--- src/rtl/cpu_seq.sv ---
// Multi-cycle sequencer for a small register-file/ALU datapath.
// It fetches 24-bit program words, decodes class and fields, and drives ALU and register-file control.
module cpu_seq #(
  parameter int DATA_WIDTH = 8,
  parameter int ADDR_WIDTH = 4
) (
  input  logic                  clk,
  input  logic                  reset,
  input  logic                  start,
  input  logic [23:0]           instr,
  input  logic [DATA_WIDTH-1:0] alu_y,
  output logic [ADDR_WIDTH-1:0] pc,
  output logic [7:0]            opcode,
  output logic [ADDR_WIDTH-1:0] ra_addr,
  output logic [ADDR_WIDTH-1:0] rb_addr,
  output logic [ADDR_WIDTH-1:0] wa_addr,
  output logic                  wr,
  output logic                  busy,
  output logic                  halted,
  output logic                  zero_flag,
  output logic                  illegal
);

  typedef enum logic [2:0] {IDLE, FETCH, DECODE, EXEC, WB, HALT} state_t;

  state_t                state;
  logic [23:0]           ir;
  logic [ADDR_WIDTH-1:0] pc_next;
  logic [ADDR_WIDTH-1:0] target;

  // Natural width wrap gives pc rollover from all-ones back to zero.
  assign pc_next = pc + ADDR_WIDTH'(1);
  assign target  = ADDR_WIDTH'(ir[3:0]);

  always_ff @(posedge clk) begin
    if (!reset) begin
      state     <= IDLE;
      ir        <= '0;
      pc        <= '0;
      opcode    <= '0;
      ra_addr   <= '0;
      rb_addr   <= '0;
      wa_addr   <= '0;
      wr        <= 1'b0;
      busy      <= 1'b0;
      halted    <= 1'b0;
      zero_flag <= 1'b0;
      illegal   <= 1'b0;
    end else begin
      wr <= 1'b0;
      case (state)
        IDLE: begin
          if (start) begin
            state <= FETCH;
            pc    <= '0;
            busy  <= 1'b1;
          end
        end
        FETCH: begin
          ir    <= instr;
          state <= DECODE;
        end
        DECODE: begin
          opcode  <= ir[23:16];
          ra_addr <= ADDR_WIDTH'(ir[7:4]);
          rb_addr <= ADDR_WIDTH'(ir[3:0]);
          case (ir[15:12])
            4'd0: begin
              pc    <= pc_next;
              state <= FETCH;
            end
            4'd1: state <= EXEC;
            4'd2: begin
              pc    <= target;
              state <= FETCH;
            end
            4'd3: begin
              pc    <= zero_flag ? target : pc_next;
              state <= FETCH;
            end
            4'd4: begin
              state  <= HALT;
              busy   <= 1'b0;
              halted <= 1'b1;
            end
            default: begin
              illegal <= 1'b1;
              pc      <= pc_next;
              state   <= FETCH;
            end
          endcase
        end
        // Write strobe and address are staged here so they appear exactly in the WB cycle.
        EXEC: begin
          zero_flag <= (alu_y == '0);
          wa_addr   <= ADDR_WIDTH'(ir[11:8]);
          wr        <= 1'b1;
          state     <= WB;
        end
        WB: begin
          pc    <= pc_next;
          state <= FETCH;
        end
        HALT: begin
          if (start) begin
            state  <= FETCH;
            pc     <= '0;
            busy   <= 1'b1;
            halted <= 1'b0;
          end
        end
        default: begin
          state <= IDLE;
          busy  <= 1'b0;
        end
      endcase
    end
  end

endmodule
--- config.mk ---
export PLATFORM = sky130hd
export DESIGN_NAME = cpu_seq
export DESIGN_NICKNAME = d
export VERILOG_FILES = /design/src/rtl/cpu_seq.sv
export SDC_FILE = /design/constraint.sdc
export NUM_CORES = 1
export LEC_CHECK = 0
export ABC_AREA = 1
export CAP_MARGIN = 25
export CORE_ASPECT_RATIO = 0.6
export CORE_MARGIN = 4
export CORE_UTILIZATION = 43
export DETAILED_ROUTE_END_ITERATION = 8
export PLACE_DENSITY = 0.79
export SETUP_SLACK_MARGIN = 0.3
export SLEW_MARGIN = 20
export SYNTH_ARGS = -nofsm -noshare
export SYNTH_HDL_FRONTEND = slang
export SYNTH_SLANG_ARGS = --single-unit
--- constraint.sdc ---
create_clock -name clk -period 1.2 [get_ports clk]
set_clock_uncertainty 0.15 [all_clocks]
set_input_delay 0.18 -clock clk [delete_from_list [all_inputs] [get_ports clk]]
set_output_delay 0.18 -clock clk [all_outputs]
set_load 0.03 [all_outputs]
==> flow_summary_export.csv <==
group,metric,value,unit
logic_synthesis,yosysMostFrequentCell,"dfxtp_1",
timing,hold_viol_final,0,
worst_setup_path,crit_path_start_kind,"flip-flop",
logic_synthesis,synthTopCellsByArea,"dfxtp_1 (49%), a21oi_1 (10%), o21ai_0 (8.1%)",
clocking,cts_tree,"built",
layout,seq_area,0.001184,mm²
grt,grt_overflow,0,
grt,grt_first_pass_wirelength,11130,µm
worst_setup_path,arrival,1.46,ns
detailed_routing,drcViolationCount,0,
logic_synthesis,synth_edf_count,0,
logic_synthesis,netlist_instances,291,
worst_setup_path,crit_family,"simple AND/OR/NAND/NOR gates",
worst_setup_path,worstSetupPathType,"flip-flop to flip-flop",
die,start_util,44.75,%
logic_synthesis,ys_ff_latch,56,
logic_synthesis,yosysUniqueCellTypes,26,
detailed_routing,vias,2512,
layout,area_growth,81.87,%
timing,final-setup-viol-count,57,
clocking,clk_pin_slew,0.10,ns
die,die_x,102.1,µm
timing,hold_ws,0.3130,ns
detailed_routing,drt_wl_total,8090,µm
layout,multi_input_area,0.001305,mm²
worst_setup_path,critPathBufInv,1,
worst_setup_path,rrSetupSlack,-0.18,ns
detailed_routing,wl_per_cell,17.18,µm
worst_setup_path,crit_top_cell,"nand2_1",
timing,drv_slew,0,
timing,fin_crit,1.380,ns
outcome,failed_checks,"setup timing",
clocking,clkLatencyLatePin,0.32,ns
placed_design,place_hpwl,4229,µm
placed_design,port_buffers,63,
grt,grt_usage,21.42,%
timing,tightest_slew,0.4166,ns
detailed_routing,ant_nets,0,
layout,num_antenna_cells,0,
die,io_pins,64,
clocking,cts_buffers,5,
clocking,cts_sinks,56,
detailed_routing,firstDrtPassIters,4,
layout,layout-drive-gt1-share,55.31,%
layout,fillerInstances,284,
die,num_rows,20,
logic_synthesis,synthTopCellsByCount,"dfxtp_1 (56), a21oi_1 (47), nand2_1 (37), o21ai_0 (37), inv_1 (35)",
power,vdd_drop_max,738.3,µV
placed_design,placedCellCount,433,
worst_hold_path,hold_path_class,"flip-flop to flip-flop",
worst_setup_path,worst_ep_required_time,1.28,ns
outcome,status,"finished with violations",
worst_setup_path,path_cells,"inv_1 > nor2_2 > nand2_1 > nand2_2 > nand2_4 > nand3_4 > nand2_1 > nand2_1 > nor2_1",
placed_design,place_congestion,0.8688,
die,dieArea,0.006582,mm²
clocking,cts_root_buf,"clkbuf_8",
clocking,clockBufferDepth,2,
logic_synthesis,post-synth-top-area-cell,"dfxtp_1",
grt,antenna_found_initial,0,
worst_setup_path,cp_slowest_cell,"dfxtp_2",
timing,setup_ws,-0.1801,ns
flow_run,cap_violations,0,
logic_synthesis,synthArstFlopShare,0,%
logic_synthesis,synth_top_area_share,49.07,%
detailed_routing,via_per_inst,5.333,
logic_synthesis,synth_nets,327,
die,die_y,64.46,µm
timing,slew_headroom,71.97,%
layout,nets,440,
power,leakagePower,1.727,nW
detailed_routing,drt_iter0_drc,135,
grt,grt_pass1_vias,2329,
logic_synthesis,synthFlopType,"dfxtp_1",
worst_setup_path,end_kind,"flip-flop",
worst_setup_path,critPathMaxStageDelay,0.39,ns
logic_synthesis,syn_avg_cell_area,7.851,µm²
timing,fin_crit_sh,115.0,%
logic_synthesis,syn_area,0.002285,mm²
power,powerDensity,1264,mW/mm²
logic_synthesis,ys_seq_area_share,49.07,%
worst_setup_path,crit_fanout,7,
timing,max_freq,724.6,MHz
logic_synthesis,ys_warn_count,0,
grt,grt_max_degree,33,
timing,grt_setup_unrepaired,"yes",
layout,layoutNonFillerInstCount,471,
die,core,0.005105,mm²
clocking,htree_levels,2,
-- worst reg2reg max path, stage by stage, from the launching register on --
cell and delay, ns:
dfxtp_2 0.39, inv_1 0.09, nor2_2 0.15, nand2_1 0.08, nand2_2 0.08, nand2_4 0.06
nand3_4 0.12, nand2_1 0.07, nand2_1 0.05, nor2_1 0.04
-- area by class of cell --
class	count	share of cell area [%]
timing repair buffer	118	31.83
multi-input combinational	184	31.41
sequential	56	28.49
inverter	38	3.914
clock buffer	8	2.168
tap	66	1.987
timing repair inverter	1	0.2108
-- where the power goes --
group          internal [mW]  total [mW]  switching [mW]
registers               2.07        2.22           0.152
clock network          0.473        1.09           0.621
logic                  0.948        1.94           0.988
-- state kept, by name, indices dropped and copies added, names as in the netlist --
register   count
illegal        1
wa_addr        4
opcode         8
ra_addr        4
wr             1
busy           1
state          3
halted         1
zero_flag      1
ir            24
pc             4
rb_addr        4
-- cells in the final DEF, fill, tap and decap left out, types with 4 or more instances in the layout --
cell type        synthesis  routed
clkdlybuf4s50_1          0      34
o21ai_1                  6      18
dfxtp_4                  0       7
nand2_4                  2       6
buf_12                   0       7
a21oi_1                 47      18
nand3_1                 16      12
buf_4                    2      35
clkbuf_16                0       4
nand2_1                 37      26
nor2_4                   2       9
clkbuf_8                 0       6
nor2_1                  20      13
dfxtp_2                  0      29
nand2_2                  3       9
o21ai_2                  0      24
inv_1                   35      30
nand3_2                  0       4
buf_6                    5      33
a21oi_2                  0      27
inv_2                    2       5
dfxtp_1                 56      20
-- final timing paths --
path	from	endpoint	cells past startpoint
worst max-delay path	ir[12]$_SDFFE_PN0N_	pc[2]$_SDFFE_PN0P_	9
worst min-delay path	ir[22]$_SDFFE_PN0N_	opcode[6]$_SDFFE_PN0N_	2
worst max register to register	ir[12]$_SDFFE_PN0N_	pc[2]$_SDFFE_PN0P_	9
worst min register to register	ir[22]$_SDFFE_PN0N_	opcode[6]$_SDFFE_PN0N_	2
-- what timing repair did --
action	in CTS	in global routing
resized for setup	103	48
setup buffers	11	10
gates cloned	4	5
pin swaps	15	9
hold buffers	0	0
setup endpoints to repair	85	85
-- metrics by stage --
stage	area [µm²]	total power, mW	setup WS (ns)	TNS, ns	util [%]
global placement	3207	3.492	-0.2215	-8.144	62.82
global route	4155	5.472	-0.2613	-8.872	81.40
floorplan	2421	3.028	-0.03133	-0.05402	-
CTS	3795	4.903	-0.1236	-3.822	74.34
finish	4155	5.250	-0.1801	-6.012	81.40
detailed placement	3207	3.531	-0.2596	-9.206	62.82
-- routing by layer --
metal / wire [µm] / track usage (%) / vias to the layer above / share of wire (%)
li1: - / - / 1183 / -
met1: 3384 / 27.68 / 1221 / 42
met2: 4024 / 36.73 / 87 / 50
met3: 457 / 4.624 / 21 / 5.6
met4: 223 / 4.746 / 0 / 2.8
met5: 0 / 0 / - / 0
-- logic make-up after synthesis --
| family | share of synthesized area [%] |
|---|---|
| AO/OA/AOI/OAI | 20.65 |
| XOR/XNOR | 0.7668 |
| AND/OR/NAND/NOR | 18.35 |
| flip-flops | 49.07 |
| buffers and inverters | 10.62 |
| adder cells (fa/ha/maj) | 0.5476 |
Note: power is estimated with default switching activity, not from simulation.
